`src/rtl/repeated_mask_gen.sv`:
```
// Streams tiled sensor-mask rows: a PAT_MAX x PAT_MAX (max) binary pattern is
// repeated across IMG_W columns and down repeat_rows rows, one row per handshake.
module repeated_mask_gen #(
    parameter  int IMG_W   = 300,
    parameter  int IMG_H   = 300,
    parameter  int PAT_MAX = 5,
    localparam int PW      = $clog2(PAT_MAX + 1),
    localparam int RW      = $clog2(IMG_H + 1)
) (
    input  logic                       clk,
    input  logic                       rst_n,
    input  logic                       clk_en,
    input  logic                       cfg_valid,
    input  logic [PW-1:0]              pattern_w,
    input  logic [PW-1:0]              pattern_h,
    input  logic [PAT_MAX*PAT_MAX-1:0] pattern,
    input  logic [RW-1:0]              repeat_rows,
    output logic                       cfg_ready,
    output logic                       cfg_err,
    output logic [IMG_W-1:0]           rp_mask_bit,
    output logic                       rp_valid,
    output logic                       rp_last,
    output logic [RW-1:0]              rp_row_idx,
    input  logic                       rp_ready
);

    typedef enum logic {S_IDLE, S_RUN} state_t;

    state_t                       state_q;
    logic [PAT_MAX*PAT_MAX-1:0]   pat_q;
    logic [PW-1:0]                pw_q;
    logic [PW-1:0]                ph_q;
    logic [PW-1:0]                pr_q;
    logic [RW-1:0]                rows_q;
    logic [RW-1:0]                row_idx_q;
    logic [IMG_W-1:0]             mask_q;
    logic                         valid_q;
    logic                         last_q;
    logic                         err_q;

    logic                         cfg_legal;
    logic                         cfg_fire;
    logic                         row_fire;
    logic [PW-1:0]                pr_d;
    logic [RW-1:0]                row_idx_d;
    logic [PAT_MAX*PAT_MAX-1:0]   src_pat;
    logic [PW-1:0]                src_w;
    logic [PW-1:0]                src_pr;
    logic [PAT_MAX-1:0]           pat_row [PAT_MAX];
    logic [PAT_MAX-1:0]           src_row;
    logic [IMG_W-1:0]             tile_w  [PAT_MAX];
    logic [IMG_W-1:0]             mask_d;

    assign cfg_legal = (pattern_w != '0) && (pattern_w <= PW'(PAT_MAX)) &&
                       (pattern_h != '0) && (pattern_h <= PW'(PAT_MAX)) &&
                       (repeat_rows != '0) && (repeat_rows <= RW'(IMG_H));
    assign cfg_fire  = clk_en && cfg_valid && (state_q == S_IDLE);
    assign row_fire  = clk_en && valid_q && rp_ready;

    // Pattern-row counter wraps at pattern_h instead of computing i mod h.
    assign pr_d      = (pr_q == ph_q - PW'(1)) ? '0 : pr_q + PW'(1);
    assign row_idx_d = row_idx_q + RW'(1);

    // In IDLE the tiler sees the incoming config so row 0 can be registered
    // on the accepting edge; in RUN it sees the latched config and next row.
    always_comb begin
        src_pat = pat_q;
        src_w   = pw_q;
        src_pr  = pr_d;
        if (state_q == S_IDLE) begin
            src_pat = pattern;
            src_w   = pattern_w;
            src_pr  = '0;
        end
    end

    generate
        for (genvar gi = 0; gi < PAT_MAX; gi++) begin : g_pat_row
            assign pat_row[gi] = src_pat[gi*PAT_MAX +: PAT_MAX];
        end
    endgenerate

    always_comb begin
        src_row = '0;
        for (int r = 0; r < PAT_MAX; r++) begin
            if (src_pr == PW'(r)) src_row = pat_row[r];
        end
    end

    // One fully tiled candidate per legal width; column index is a constant.
    generate
        for (genvar gw = 0; gw < PAT_MAX; gw++) begin : g_width
            for (genvar gi = 0; gi < IMG_W; gi++) begin : g_col
                assign tile_w[gw][gi] = src_row[gi % (gw + 1)];
            end
        end
    endgenerate

    always_comb begin
        mask_d = '0;
        for (int w = 0; w < PAT_MAX; w++) begin
            if (src_w == PW'(w + 1)) mask_d = tile_w[w];
        end
    end

    always_ff @(posedge clk or negedge rst_n) begin
        if (!rst_n) begin
            state_q   <= S_IDLE;
            pat_q     <= '0;
            pw_q      <= '0;
            ph_q      <= '0;
            pr_q      <= '0;
            rows_q    <= '0;
            row_idx_q <= '0;
            mask_q    <= '0;
            valid_q   <= 1'b0;
            last_q    <= 1'b0;
            err_q     <= 1'b0;
        end else if (clk_en) begin
            err_q <= 1'b0;
            case (state_q)
                S_IDLE: begin
                    if (cfg_fire) begin
                        if (cfg_legal) begin
                            state_q   <= S_RUN;
                            pat_q     <= pattern;
                            pw_q      <= pattern_w;
                            ph_q      <= pattern_h;
                            rows_q    <= repeat_rows;
                            pr_q      <= '0;
                            row_idx_q <= '0;
                            mask_q    <= mask_d;
                            valid_q   <= 1'b1;
                            last_q    <= (repeat_rows == RW'(1));
                        end else begin
                            err_q <= 1'b1;
                        end
                    end
                end
                S_RUN: begin
                    if (row_fire) begin
                        if (last_q) begin
                            state_q   <= S_IDLE;
                            pr_q      <= '0;
                            row_idx_q <= '0;
                            mask_q    <= '0;
                            valid_q   <= 1'b0;
                            last_q    <= 1'b0;
                        end else begin
                            pr_q      <= pr_d;
                            row_idx_q <= row_idx_d;
                            mask_q    <= mask_d;
                            last_q    <= (row_idx_d == rows_q - RW'(1));
                        end
                    end
                end
                default: state_q <= S_IDLE;
            endcase
        end
    end

    assign cfg_ready   = (state_q == S_IDLE);
    assign cfg_err     = err_q;
    assign rp_mask_bit = mask_q;
    assign rp_valid    = valid_q;
    assign rp_last     = last_q;
    assign rp_row_idx  = row_idx_q;

endmodule

```
`config.mk`:
```
export PLATFORM = sky130hd
export DESIGN_NAME = repeated_mask_gen
export DESIGN_NICKNAME = d
export VERILOG_FILES = /design/src/rtl/repeated_mask_gen.sv
export SDC_FILE = /design/constraint.sdc
export NUM_CORES = 1
export LEC_CHECK = 0
export ABC_AREA = 1
export ABC_CLOCK_PERIOD_IN_PS = 5800
export CORE_UTILIZATION = 35
export DETAILED_ROUTE_END_ITERATION = 8
export PLACE_DENSITY = 0.7
export SLEW_MARGIN = 20
export SYNTH_ARGS = -nofsm -noshare
export SYNTH_HDL_FRONTEND = slang
export SYNTH_SLANG_ARGS = --single-unit
```
`constraint.sdc`:
```
create_clock -name clk -period 5.8 [get_ports clk]
set_clock_uncertainty 0.2 [all_clocks]
set_input_delay 1.16 -clock clk [delete_from_list [all_inputs] [get_ports clk]]
set_output_delay 1.16 -clock clk [all_outputs]
set_load 0.01 [all_outputs]
```
==> impl_results.md, run 1 <==
* Synth-to-layout area growth at 34.73%
* Final Non-Filler Cells at 1,369
* Post-CTS Setup Bufs at 0
* WP data arrival at 3.93 ns
* Vias in the first global route at 5,629
* CP startpoint: pattern_w[2]
* Fin. Hold Viols at 0
* Leak at 4.594 nW
* Cell mode on critical path: nand3_1
* Wire per inst at 15.98 um
* Most frequent cells in the layout: clkdlybuf4s50_1 (356), nand2_1 (274), dfrtp_1 (116), o21ai_0 (62), inv_1 (53)
* Initial DRC count at 355
* PnR worst setup slack at 2.030 ns
* Reg2reg path depth at 11
* GRT Overall Usage at 19.48%
* Number of nets in the layout at 1,130
* CP max FO at 61
* Yosys reg bits at 116
* Synth Area in Adders at 0.6598%
* Crit path max-delay family: simple AND/OR/NAND/NOR gates
* Status: finished clean
* RSZ-0062 raised after global routing: no
* WP buf/inv at 4
* Fillers at 2,045
* Num Clock Sinks at 116
* Synth warn at 0
* Initial antenna violation count at 0
* Largest family of logic cells by synthesized area: buffers and inverters
* Critical-path top delay cell: clkdlybuf4s50_1
* Total core area at 0.02115 mm2
* DR vias at 6,324
* Diodes inserted at 0
* Most area-consuming cells after synthesis: dfrtp_1 (38%), buf_4 (24%), nand2_1 (14%)
* CP Launch Type: input port
* Mux cell area share after synthesis at 0%
* Starting Density at 35.85%
* # setup viols final at 0
* Origin of the critical flop-to-flop path: state_q
* Post-CTS Hold Fix Bufs at 0
* Share of layout cells above drive strength 1 at 7.404%
* Io pins at 358
* M1 GR Usage at 24.56%
* R2r setup slk at 2.76 ns
* Actual slew at the worst max-slew pin at 0.8289 ns
* Hold Path Class: reg -> reg
* Max stage delay on crit path at 0.45 ns
* Number of cells upsized or downsized after cts at 0
* Syn Area/Cell at 7.860 um2
* DIE AREA at 0.02226 mm2
* Die Y-Extent at 149.2 um
* Simple-gate share of the synthesized area at 22.75%
* Clock buffer depth at 2
* Antenna-violating nets left at 0
* IO buf count at 357
* H-tree Lvls at 4
* CTS buffer count at 17
* Syn nets at 1,014
* Drt pass-1 iters at 5
* Max Slew Vio Count at 0
* Cell area power density at 601.1 mW/mm2
* Cell count after synthesis at 965
* Vias per cell at 4.619
* Reg clk slew, reported paths at 0.06 ns
* # DRC at 0
* Register area share after synthesis at 38.27%
* DP Wirelength at 16,590 um
* Setup CP Type: in -> reg
* Final TNS setup at 0 ns
* Compound-Gate Fraction of Synth Area at 7.638%
* Global-route wire length before repair at 32,700 um
* Crit path to: rp_mask_bit[266]
* Post-synth top area share at 38.27%
* M3 GR Usage at 3.211%
* Pin count of the biggest net entering global routing at 66
* Grt ovf at 0
* CTS tree: yes
* Crit path time final at 3.770 ns
* Most common cell after layout, fill and taps aside: clkdlybuf4s50_1
* WHS Path Cells at 2
* Instance count on the critical path at 14
* Unique masters post-synth at 40
* M2 GR Usage at 33.91%
* Final Cycle Share at 65.00%
* Crit-path cells: clkdlybuf4s50_1, inv_1, nand3_1, o21ai_1, nor4_2, nand4_2, nand2_2, nand3_4, buf_4, a21oi_2, o21ai_2, inv_2, nand3_1, nand2_1
* Synth area leader: dfrtp_1
* Row cnt at 53
* Seq. cell area at 0.002903 mm2
* Final Wtd Congestion at 0.8522
* Post-Place Worst Slack at 1.581 ns
* Clk_lat worst skew at 0.42 ns
* Setup crit end kind: register
* Top Usage Layer GRT: met2
* Synthesized cell area at 0.007585 mm2
* Final wirelength at 21,880 um
* Die width at 149.2 um
* Placed insts at 1,337
* Rel. slew slack at 44.74%
* Clk Tree Root Cell: clkbuf_16
* Fmax at 0.2653 GHz
* XOR/XNOR Fraction of Synth Area at 2.408%
* Max Cap Viol at 0
* CP Data Required Time at 5.96 ns
* Max IR drop VDD at 0.0002780 V
* Area of the multi-input gates at 0.002537 mm2
* RR Endpoint: rp_mask_bit[266]
==> how the worst min path moves through the flow <==
stage | start | endpoint | slack, ns
2_1_floorplan | pat_q[14] | pat_q[14] | 0.24
3_3_place_gp | pat_q[20] | pat_q[20] | 0.26
3_5_place_dp | pat_q[20] | pat_q[20] | 0.26
4_1_cts | pat_q[20] | pat_q[20] | 0.27
5_1_grt | pat_q[24] | pat_q[24] | 0.31
6_report | pat_q[20] | pat_q[20] | 0.27
==> tightest hold or removal path, delay by kind of cell (launching register included) <==
kind,cells,cell delay (ns)
simple gates,2,0.10
flops,1,0.34
==> report_power, final <==
| group | leakage (nW) | internal [mW] | switching, mW |
|---|---|---|---|
| logic | 2.78 | 1.86 | 1.64 |
| registers | 1.53 | 1.11 | 0.484 |
| clock network | 0.283 | 0.646 | 0.394 |
==> layer usage <==
| layer | vias to the layer above | routed length (um) | share of wire, % |
|---|---|---|---|
| met4 | 0 | 247 | 1.1 |
| met5 | - | 0 | 0 |
| met2 | 248 | 11330 | 52 |
| met1 | 2998 | 9265 | 42 |
| li1 | 3061 | - | - |
| met3 | 17 | 1034 | 4.7 |
==> sequential cells by signal, summed over array words and instances (netlist names) <==
register     count
rp_mask_bit     60
pat_q           25
rows_q           9
rp_row_idx       9
ph_q             3
pr_q             3
pw_q             3
cfg_err          1
rp_last          1
rp_valid         1
state_q          1
==> area by class of cell <==
class / count / area share, %
well taps: 275 / 3.367
clock inverters: 14 / 1.506
repair buffers: 362 / 35.31
flip-flops and latches: 116 / 28.41
clock buffers: 18 / 4.298
inverters: 62 / 2.277
multi-input cells: 522 / 24.83
==> cells in the mapped netlist, drive strengths merged <==
library cell,instances
o211ai,2
buf,251
nand2,279
nand3,64
dfrtp,116
o22ai,1
xor2,16
nor4,4
o31ai,7
nand4,8
a21o,1
nor2,30
or2,2
clkinv,1
a22oi,1
clkbuf,14
o21ai,78
xnor2,4
ha,4
a211oi,1
nor3,7
inv,61
a21oi,13
==> stage by stage <==
step	cell area [um2]	power (mW)	utilization [%]	hold slack [ns]
after global routing	10220	6.533	48.31	0.3122
after global placement	9625	5.122	45.50	0.2560
after detailed placement	9625	5.155	45.50	0.2587
after CTS	10220	6.213	48.31	0.2724
final	10220	6.142	48.31	0.2742
after floorplan	7585	3.805	-	0.2422
==> cells by family (layout without fill, tap and decap cells) <==
logic type / Yosys count / after routing
simple gates: 394 / 394
compound gates: 104 / 104
buf+inv: 327 / 456
flops: 116 / 116
xor+xnor: 20 / 20
fa+ha+maj: 4 / 4
(Power assumes the default switching activity.)
==> inputs of run 2 (changes only) <==
--- a/config.mk
+++ b/config.mk
@@ -6,7 +6,7 @@
 export NUM_CORES = 1
 export LEC_CHECK = 0
 export ABC_AREA = 1
-export ABC_CLOCK_PERIOD_IN_PS = 5800
+export ABC_CLOCK_PERIOD_IN_PS = 3600
 export CORE_UTILIZATION = 35
 export DETAILED_ROUTE_END_ITERATION = 8
 export PLACE_DENSITY = 0.7
==> constraint.sdc (replaced) <==
create_clock -name clk -period 3.6 [get_ports clk]
set_clock_uncertainty 0.2 [all_clocks]
set_input_delay 0.72 -clock clk [delete_from_list [all_inputs] [get_ports clk]]
set_output_delay 0.72 -clock clk [all_outputs]
set_load 0.01 [all_outputs]
==> impl_results.md, run 2 (synthesized netlist as in run 1, its figures left out) <==
* Fmax at 0.3291 GHz
* Antenna-violating nets left at 0 (unchanged)
* CP Launch Type: input port (unchanged)
* CTS tree: yes (unchanged)
* Post-Place Worst Slack at 0.1385 ns (was 1.581 ns)
* Global-route wire length before repair at 33,140 um (was 32,700 um)
* PnR worst setup slack at 0.5611 ns (was 2.030 ns)
* Post-CTS Setup Bufs at 0 (unchanged)
* Placed Area at 0.009681 mm2 (was 0.009625 mm2)
* Initial DRC count at 320 (was 355)
* Final Non-Filler Cells at 1,373 (was 1,369)
* CP Data Required Time at 3.76 ns (was 5.96 ns)
* Initial antenna violation count at 0 (unchanged)
* Die width at 149.2 um (unchanged)
* Vias per cell at 4.574 (was 4.619)
* Share of layout cells above drive strength 1 at 7.741% (was 7.404%)
* IO buf count at 357 (unchanged)
* Actual slew at the worst max-slew pin at 0.6955 ns (was 0.8289 ns)
* Hold slack at 0.07580 ns (was 0.2742 ns)
* Grt ovf at 0 (unchanged)
* Pin count of the biggest net entering global routing at 78 (was 66)
* Num Clock Sinks at 116 (unchanged)
* Wire per inst at 15.82 um (was 15.98 um)
* Rel. slew slack at 53.15% (was 44.74%)
* DP Wirelength at 16,470 um (was 16,590 um)
* Final Total Pwr at 9.790 mW (was 6.142 mW)
* Fin. Hold Viols at 0 (unchanged)
* Drt pass-1 iters at 5 (unchanged)
* Max Cap Viol at 0 (unchanged)
* Die Y-Extent at 149.2 um (unchanged)
* Most common cell after layout, fill and taps aside: clkdlybuf4s50_1 (unchanged)
* Synth-to-layout area growth at 35.02% (was 34.73%)
* RSZ-0062 raised after global routing: no (unchanged)
* Most frequent cells in the layout: clkdlybuf4s50_1 (356), nand2_1 (274), dfrtp_1 (116), o21ai_0 (62), inv_1 (53) (unchanged)
* Leak at 4.613 nW (was 4.594 nW)
* CTS buffer count at 17 (unchanged)
* GRT Overall Usage at 19.79% (was 19.48%)
* Post-CTS Hold Fix Bufs at 0 (unchanged)
* # DRC at 0 (unchanged)
* Placed insts at 1,341 (was 1,337)
* Final Cell Area at 0.01024 mm2 (was 0.01022 mm2)
* DIE AREA at 0.02226 mm2 (unchanged)
* Cell area power density at 955.9 mW/mm2 (was 601.1 mW/mm2)
* Clock buffer depth at 2 (unchanged)
* Final wirelength at 21,720 um (was 21,880 um)
* Total core area at 0.02115 mm2 (unchanged)
* Setup CP Type: in -> reg (unchanged)
* Final Wtd Congestion at 0.8446 (was 0.8522)
* Clk Tree Root Cell: clkbuf_16 (unchanged)
* Max IR drop VDD at 0.0004264 V (was 0.0002780 V)
* CP max FO at 12 (was 61)
* DR vias at 6,280 (was 6,324)
* Reg clk slew, reported paths at 0.06 ns (about the same)
* Setup crit end kind: register (unchanged)
* Vias in the first global route at 5,684 (was 5,629)
* Crit path time final at 3.039 ns
* Max Slew Vio Count at 0 (unchanged)
* Row cnt at 53 (unchanged)
* Io pins at 358 (unchanged)
* Clk_lat worst skew at 0.42 ns (about the same)
* Diodes inserted at 0 (unchanged)
* Status: finished clean (unchanged)
* Starting Density at 35.85% (unchanged)
* Final Cycle Share at 84.41%
* Number of cells upsized or downsized after cts at 0 (unchanged)
* H-tree Lvls at 4 (unchanged)
* Hold Path Class: in -> async (was reg -> reg)
* Number of nets in the layout at 1,134 (was 1,130)
* Max FFs per register at 60 (unchanged)
* Final TNS setup at 0 ns (unchanged)
* # setup viols final at 0 (unchanged)
* Core Util, Final at 48.41% (was 48.31%)
* WP data arrival at 3.20 ns (was 3.93 ns)
## run 2: cell types whose count changed in the layout (fill, tap and decap cells not counted)
cell / delta
buf_4: +2
buf_12: +2
clkinvlp_4: -1
clkinv_4: +1
clkinv_2: +2
bufinv_16: -1
clkbuf_8: -1
## run 2: layout make-up
| class | count | area, um2 |
|---|---|---|
| Tap cell | 275 | 344.1 |
| Clock buffer | 17 | 425.4 |
| Inverter | 62 | 232.7 |
| Clock inverter | 15 | 135.1 |
| Multi-Input combinational cell | 522 | 2537 |
| Timing Repair Buffer | 366 | 3664 |
| Sequential cell | 116 | 2903 |
| Fill cell | 2036 | 10910 |
## run 2: critical path, cell delays in order
cell and delay (ns):
clkdlybuf4s50_1 0.52, inv_1 0.08, nand3_1 0.10, nor3_1 0.06
nor4_2 0.21, nand4_2 0.24, nand2_2 0.16, nand3_4 0.10
inv_2 0.15, o21ai_2 0.10, a21oi_2 0.50, nand3_1 0.15
nand2_1 0.09
## run 2: power by group
group / internal, mW / leakage, nW / switching (mW) / total [mW]
clock network: 0.950 / 0.273 / 0.648 / 1.60
logic: 3.00 / 2.81 / 2.64 / 5.64
registers: 1.79 / 1.53 / 0.756 / 2.55
total: 5.75 / 4.61 / 4.04 / 9.79
## run 2: worst paths after layout
path | from | to | slack (ns) | depth (start not counted)
hold reg to reg | pat_q[20] | pat_q[20] | 0.28 | 2
min in group clk | pat_q[20] | pat_q[20] | 0.28 | 2
setup reg to reg | ph_q[0] | rp_mask_bit[258] | 0.69 | 13
hold / removal | rst_n | pat_q[13] | 0.08 | 1
max in group asynchronous | rst_n | rp_row_idx[5] | 2.33 | 2
setup / recovery | repeat_rows[4] | rp_mask_bit[260] | 0.56 | 13
## run 2: layer usage
metal  up-vias  share of wire (%)  track usage [%]  routed length [um]
met5         -                  0                0                   0
met4         0               0.94            5.663                 205
met3        25                5.2            3.914                1126
met2       228                 52            34.07               11200
met1      2963                 42            24.99                9187
li1       3064                  -                -                   -
